## src/rtl/decode_round_scheduler_pkg.sv

```systemverilog
// ----------------------------------------------------------------------------
// decode_round_scheduler_pkg
//
// Purpose:
//   Shared definitions for the decode round scheduler. It holds the decoding
//   controller's global stage encodings, which the controller also uses, and
//   the scheduler's own state encoding.
//
// Contents:
//   STAGE_WIDTH, STAGE_*  : controller global stage encodings
//   sched_state_t         : scheduler FSM states (S_IDLE .. S_DONE, 3 bits)
//   stage_is_finished()   : true when a stage means the round has ended
// ----------------------------------------------------------------------------
package decode_round_scheduler_pkg;

    localparam int STAGE_WIDTH = 3;

    localparam logic [STAGE_WIDTH-1:0] STAGE_IDLE                = 3'd0;
    localparam logic [STAGE_WIDTH-1:0] STAGE_MEASUREMENT_LOADING = 3'd1;
    localparam logic [STAGE_WIDTH-1:0] STAGE_GROW                = 3'd2;
    localparam logic [STAGE_WIDTH-1:0] STAGE_MERGE               = 3'd3;
    localparam logic [STAGE_WIDTH-1:0] STAGE_PEELING             = 3'd4;
    localparam logic [STAGE_WIDTH-1:0] STAGE_RESULT_VALID        = 3'd5;

    typedef enum logic [2:0] {
        S_IDLE       = 3'd0,
        S_START      = 3'd1,
        S_WAIT_LEAVE = 3'd2,
        S_RUN        = 3'd3,
        S_ABORT      = 3'd4,
        S_DONE       = 3'd5
    } sched_state_t;

    // The controller signals the end of a round either by going back to idle
    // or by parking in the result-valid stage.
    function automatic logic stage_is_finished(input logic [STAGE_WIDTH-1:0] stage);
        return (stage == STAGE_IDLE) || (stage == STAGE_RESULT_VALID);
    endfunction

endpackage

```

## src/rtl/decode_round_scheduler_rr_arbiter.sv

```systemverilog
// ----------------------------------------------------------------------------
// decode_round_scheduler_rr_arbiter
//
// Purpose:
//   Purely combinational round-robin pick. The search starts at the index
//   after rr_ptr, wraps modulo NUM_REQ, and returns the first requester whose
//   req bit is set. The scheduler owns rr_ptr and all other registers.
//
// Ports:
//   req        in  NUM_REQ    level requests
//   rr_ptr     in  IDX_WIDTH  index of the most recent winner
//   winner     out NUM_REQ    one-hot winner (all zero when req is zero)
//   winner_idx out IDX_WIDTH  binary index of the winner
// ----------------------------------------------------------------------------
module decode_round_scheduler_rr_arbiter #(
    parameter int NUM_REQ   = 4,
    parameter int IDX_WIDTH = $clog2(NUM_REQ)
) (
    input  logic [NUM_REQ-1:0]   req,
    input  logic [IDX_WIDTH-1:0] rr_ptr,
    output logic [NUM_REQ-1:0]   winner,
    output logic [IDX_WIDTH-1:0] winner_idx
);

    logic                 hit;
    logic [IDX_WIDTH-1:0] cand_idx;

    // Offsets 1..NUM_REQ make rr_ptr itself the lowest-priority candidate.
    // The last offset wraps back to rr_ptr, so a single active requester can
    // win again.
    always_comb begin
        winner     = '0;
        winner_idx = '0;
        hit        = 1'b0;
        cand_idx   = '0;
        for (int off = 1; off <= NUM_REQ; off++) begin
            cand_idx = IDX_WIDTH'((int'(rr_ptr) + off) % NUM_REQ);
            if (!hit && req[cand_idx]) begin
                hit              = 1'b1;
                winner_idx       = cand_idx;
                winner[cand_idx] = 1'b1;
            end
        end
    end

endmodule

```

## src/rtl/decode_round_scheduler.sv

```systemverilog
// ----------------------------------------------------------------------------
// decode_round_scheduler
//
// Purpose:
//   Shares one decoding controller among NUM_REQ syndrome sources. The
//   scheduler picks a source round-robin and pulses new_round_start. It then
//   follows the controller's global stage until the round ends, and returns
//   the iteration and cycle counts to the granted source. A per-round
//   watchdog aborts a round that never leaves idle or that runs too long.
//
// Ports:
//   clk                in   system clock
//   reset              in   asynchronous reset, active low
//   sched_enable       in   gates new grants only; a round in flight completes
//   req                in   level request per source
//   grant              out  one-hot owner of the decoder
//   grant_valid        out  high while grant is non-zero
//   new_round_start    out  one-cycle start pulse to the controller
//   global_stage       in   controller stage
//   iteration_counter  in   controller iteration count
//   cycle_counter      in   controller cycle count
//   decoder_abort      out  one-cycle abort pulse (watchdog or start timeout)
//   done               out  one-cycle pulse to the granted source at round end
//   result_iterations  out  iteration count, valid with done, held until the next done
//   result_cycles      out  cycle count, valid with done, held until the next done
//   result_timeout     out  1 when the round was aborted
//   rounds_completed   out  rounds ended without abort (wraps)
//   rounds_aborted     out  aborted rounds (saturates)
//
// Timing:
//   Every output is a register, so each pulse is set on the edge that enters
//   its state. new_round_start is high during S_START. decoder_abort is high
//   during S_ABORT. done is high during S_DONE, and grant drops on that same
//   edge. wd_cnt is 1 in the start-pulse cycle and counts up by one every
//   cycle after it. Its value therefore gives the cycle number of the round.
// ----------------------------------------------------------------------------
module decode_round_scheduler
    import decode_round_scheduler_pkg::*;
#(
    parameter int NUM_REQ                 = 4,
    parameter int ITERATION_COUNTER_WIDTH = 8,
    parameter int START_TIMEOUT           = 4,
    parameter int MAX_ROUND_CYCLES        = 1024
) (
    input  logic                               clk,
    input  logic                               reset,
    input  logic                               sched_enable,
    input  logic [NUM_REQ-1:0]                 req,
    output logic [NUM_REQ-1:0]                 grant,
    output logic                               grant_valid,
    output logic                               new_round_start,
    input  logic [STAGE_WIDTH-1:0]             global_stage,
    input  logic [ITERATION_COUNTER_WIDTH-1:0] iteration_counter,
    input  logic [31:0]                        cycle_counter,
    output logic                               decoder_abort,
    output logic [NUM_REQ-1:0]                 done,
    output logic [ITERATION_COUNTER_WIDTH-1:0] result_iterations,
    output logic [31:0]                        result_cycles,
    output logic                               result_timeout,
    output logic [31:0]                        rounds_completed,
    output logic [15:0]                        rounds_aborted
);

    localparam int IDX_WIDTH = $clog2(NUM_REQ);
    localparam int WD_WIDTH  = $clog2(MAX_ROUND_CYCLES + 1);

    localparam logic [WD_WIDTH-1:0] WD_START_LIMIT = WD_WIDTH'(START_TIMEOUT);
    localparam logic [WD_WIDTH-1:0] WD_ROUND_LIMIT = WD_WIDTH'(MAX_ROUND_CYCLES);

    sched_state_t         state;
    logic [IDX_WIDTH-1:0] rr_ptr;
    logic [WD_WIDTH-1:0]  wd_cnt;

    logic [NUM_REQ-1:0]   arb_winner;
    logic [IDX_WIDTH-1:0] arb_idx;

    decode_round_scheduler_rr_arbiter #(
        .NUM_REQ   (NUM_REQ),
        .IDX_WIDTH (IDX_WIDTH)
    ) u_rr_arbiter (
        .req        (req),
        .rr_ptr     (rr_ptr),
        .winner     (arb_winner),
        .winner_idx (arb_idx)
    );

    // Scheduler FSM with registered outputs. The pulse outputs default low
    // every cycle. A state that needs a pulse in the next cycle sets it on
    // its exit edge.
    always_ff @(posedge clk or negedge reset) begin
        if (!reset) begin
            state             <= S_IDLE;
            rr_ptr            <= IDX_WIDTH'(NUM_REQ - 1);
            wd_cnt            <= '0;
            grant             <= '0;
            grant_valid       <= 1'b0;
            new_round_start   <= 1'b0;
            decoder_abort     <= 1'b0;
            done              <= '0;
            result_iterations <= '0;
            result_cycles     <= '0;
            result_timeout    <= 1'b0;
            rounds_completed  <= '0;
            rounds_aborted    <= '0;
        end else begin
            new_round_start <= 1'b0;
            decoder_abort   <= 1'b0;
            done            <= '0;

            case (state)
                S_IDLE: begin
                    if (sched_enable && (|req)) begin
                        grant           <= arb_winner;
                        grant_valid     <= 1'b1;
                        rr_ptr          <= arb_idx;
                        new_round_start <= 1'b1;
                        wd_cnt          <= WD_WIDTH'(1);
                        state           <= S_START;
                    end
                end

                S_START: begin
                    wd_cnt <= wd_cnt + 1'b1;
                    state  <= S_WAIT_LEAVE;
                end

                // wd_cnt is held on the abort path, so the abort report
                // carries the exact cycle that tripped the limit.
                S_WAIT_LEAVE: begin
                    if (global_stage != STAGE_IDLE) begin
                        wd_cnt <= wd_cnt + 1'b1;
                        state  <= S_RUN;
                    end else if (wd_cnt >= WD_START_LIMIT) begin
                        decoder_abort <= 1'b1;
                        state         <= S_ABORT;
                    end else begin
                        wd_cnt <= wd_cnt + 1'b1;
                    end
                end

                // Completion is tested before the watchdog, so a round that
                // ends on the last allowed cycle still counts as completed.
                S_RUN: begin
                    if (stage_is_finished(global_stage)) begin
                        result_iterations <= iteration_counter;
                        result_cycles     <= cycle_counter;
                        result_timeout    <= 1'b0;
                        done              <= grant;
                        grant             <= '0;
                        grant_valid       <= 1'b0;
                        state             <= S_DONE;
                    end else if (wd_cnt >= WD_ROUND_LIMIT) begin
                        decoder_abort <= 1'b1;
                        state         <= S_ABORT;
                    end else begin
                        wd_cnt <= wd_cnt + 1'b1;
                    end
                end

                S_ABORT: begin
                    result_iterations <= iteration_counter;
                    result_cycles     <= 32'(wd_cnt);
                    result_timeout    <= 1'b1;
                    if (rounds_aborted != 16'hFFFF) begin
                        rounds_aborted <= rounds_aborted + 16'd1;
                    end
                    done        <= grant;
                    grant       <= '0;
                    grant_valid <= 1'b0;
                    state       <= S_DONE;
                end

                S_DONE: begin
                    if (!result_timeout) begin
                        rounds_completed <= rounds_completed + 32'd1;
                    end
                    state <= S_IDLE;
                end

                default: begin
                    state <= S_IDLE;
                end
            endcase
        end
    end

endmodule

```

## config.mk

```make
export PLATFORM = sky130hd
export DESIGN_NAME = decode_round_scheduler
export DESIGN_NICKNAME = d
export VERILOG_FILES = /design/src/rtl/decode_round_scheduler_pkg.sv /design/src/rtl/decode_round_scheduler_rr_arbiter.sv /design/src/rtl/decode_round_scheduler.sv
export SDC_FILE = /design/constraint.sdc
export NUM_CORES = 1
export LEC_CHECK = 0
export ABC_AREA = 1
export ABC_CLOCK_PERIOD_IN_PS = 1900
export BUFFER_PORTS_ARGS = -buffer_cell sky130_fd_sc_hd__buf_2
export CORE_MARGIN = 1
export CORE_UTILIZATION = 35
export DETAILED_ROUTE_END_ITERATION = 10
export HOLD_SLACK_MARGIN = 0.02
export PLACE_DENSITY = 0.65
export SYNTH_ARGS = -nofsm -noshare
export SYNTH_HDL_FRONTEND = slang
export SYNTH_SLANG_ARGS = --single-unit
```

## constraint.sdc

```tcl
create_clock -name clk -period 1.9 [get_ports clk]
set_input_delay 0.38 -clock clk [delete_from_list [all_inputs] [get_ports clk]]
set_output_delay 0.38 -clock clk [all_outputs]
set_load 0.01 [all_outputs]
```

==> results.cfg <==
[global_route]
antenna_found_initial = 0
grtUsageTotal = 0.1870
overflow = 0
grt_pass1_wl_um = 26590
grt_pass1_vias = 5360
grt_max_degree = 52

[synthesis]
yosysTopAreaCell = dfrtp_1
ys_seq_elements = 116
synth_cell_type_count = 33
synthCells = 768
synth_flop_cell = dfrtp_1
synth.yosys.warnings = 0
synthArstFlopShare = 1.000
syn-num-nets = 830
avgSynthCellArea_um2 = 7.975
synth_area_mm2 = 0.006125
synth.area.top_cells = dfrtp_1 (47%), nand2_1 (14%), nor2_1 (5.2%), nand3_1 (4.5%), inv_1 (4.2%)
synth_edf_count = 0
yosysSeqAreaShare = 0.4744
yosys.area.top_type_share = 0.4658

[routing]
drc = 0
dr_total_vias = 5713
ant_nets = 0
wl_per_cell_um = 13.73
drt_iter0_markers = 441
wl_um = 16270
firstDrtPassIters = 5
vias_per_cell = 4.821

[sta]
worst_pin_slew_ns = 0.4317
fin_crit_sh = 0.9420
slew_viol_final = 0
max_freq_mhz = 558.7
setup_violations = 0
worst_slack_ns = 0.1102
worst_clock_skew_ns = 0.01076
relSlewSlack = 0.7100
period_minus_slack_ns = 1.790
hold_violations = 0
finalSetupTns_ns = 0
rsz0062_at_grt = no

[critical_path]
cp.arrival_ns = 2.13
critPathRequiredTime_ns = 2.24
r2r-start = rr_ptr[1]
critPathLaunchType = flop
critPathMaxFanout = 5
critPathLaunch = rr_ptr[1]
end_kind = flop
timing_worst_setup_path_type = reg2reg

[worst_hold_path]
min_from = iteration_counter[1]
hold_class = in2reg

[final_layout]
layout.area.seq_mm2 = 0.002908
area_growth_pct = 29.95
final_common_cell = nand2_1
fillers = 1741
drive_above_1_share = 0.2604
n_antenna_cell = 0
final_cell_mix = nand2_1 (225), buf_2 (148), dfrtp_1 (112)
multi_input_area_mm2 = 0.002893
nets = 1009

[floorplanning]
fp.dieW_um = 134.3
start_util = 0.3566
die_area_mm2 = 0.01803
rows = 48
die_h_um = 134.3
io_pins = 150
core_mm2 = 0.01718

[cts]
cts.sinks = 116
clk_pin_slew_ns = 0.06
cts_setup_buffers = 0
root_buffer = clkbuf_16
clock_latency_ns = 0.41
cts_tree = done
cts_made_buffers = 17
clockBufferDepth = 2
ctsHtreeMaxLevel = 4

[pwr]
p_leak_nw = 4.025
power_density_mw_per_mm2 = 1318
ir_drop_mv = 0.6715

[flow_run]
cap_violations = 0

[placed_design]
place_ws_ns = 0.04529
dp_hpwl_um = 12060
portBuffers = 149
gp_congestion = 0.8872

[status]
status = completed
-- power by group --
part	internal, W	leakage [nW]	switching (W)
Combinational	0.00144	2.21	0.00224
Sequential	0.00312	1.53	0.000437
Clock	0.00213	0.279	0.00112
-- layout make-up --
| type | count | area share |
|---|---|---|
| Sequential cell | 116 | 0.3654 |
| Clock inverter | 9 | 0.01635 |
| Clock buffer | 23 | 0.05880 |
| Tap cell | 225 | 0.03537 |
| Timing Repair Buffer | 173 | 0.1217 |
| Multi-Input combinational cell | 557 | 0.3635 |
| Inverter | 82 | 0.03899 |
-- cells by family after synthesis --
| family | synth area share |
|---|---|
| xor gates and xnor gates | 0.04576 |
| adders and majority gates | 0.02451 |
| AOI/OAI and AO/OA | 0.08499 |
| DFF | 0.4744 |
| buffers and inverters | 0.06374 |
| and+or+nand+nor | 0.3066 |
-- worst max-delay path, stage by stage (launching register included) --
cell      delay (ns)
dfstp_2         0.52
inv_1           0.05
ha_1            0.34
nand3_1         0.17
buf_4           0.19
a21boi_0        0.21
a21oi_1         0.06
nand3_1         0.07
nand2_1         0.05
nand2_1         0.06
-- layer usage --
metal / vias up / part of all wire / GRT usage
li1: 2851 / - / -
met1: 2700 / 0.45 / 0.2450
met2: 153 / 0.50 / 0.3117
met3: 9 / 0.046 / 0.04346
met4: 0 / 0.0079 / 0.04432
met5: - / 0 / 0
-- state kept, by name, summed over array words and instances, names as in the netlist, 2 cells and up --
register and flops:
done 4, grant 4, result_cycles 32, result_iterations 8, rounds_aborted 16, rounds_completed 32, rr_ptr 2, state 3
wd_cnt 11
-- worst paths after layout --
kind	endpoint	slack [ns]	cells after the start
setup / recovery	grant[3]	0.11	9
hold reg to reg	result_iterations[3]	0.46	2
setup reg to reg	grant[3]	0.11	9
min in group asynchronous	rounds_aborted[2]	0.44	2
hold / removal	result_iterations[1]	0.17	3
max in group asynchronous	rr_ptr[0]	0.83	3
-- stage by stage --
step	area [µm²]	util	power [W]	instances	hold slack, ns
after detailed placement	7282	0.4240	0.007112	1151	0.3282
after floorplan	6125	-	0.005742	768	0.08441
after CTS	7890	0.4594	0.01043	1184	0.1539
after global placement	7282	0.4240	0.007040	1151	0.3284
final	7959	0.4634	0.01049	1185	0.1713
after global routing	7959	0.4634	0.01120	1185	0.1669
-- synthesized netlist by cell type (2+ instances only) --
cell	n
nand2_1	225
a21oi_1	16
nor2_4	5
nor3_2	2
xor2_1	20
nand4_1	20
nor3_1	23
buf_6	2
a21boi_0	5
a22o_1	21
inv_2	13
nand3_1	55
buf_4	2
clkbuf_1	4
o21ai_0	16
dfrtp_1	114
nor2_1	85
o21ai_1	11
inv_1	69
nor2_2	5
xnor2_1	12
buf_2	6
o22ai_1	11
nand2_2	5
dfstp_2	2
ha_1	12
-- repair_timing --
action / CTS / global route
setup endpoints to repair: 0 / 35
endpoints found under the hold margin: 25 / 0
resized for setup: 0 / 19
hold buffers: 1 / 0
Note: power is estimated with default switching activity, not from simulation.
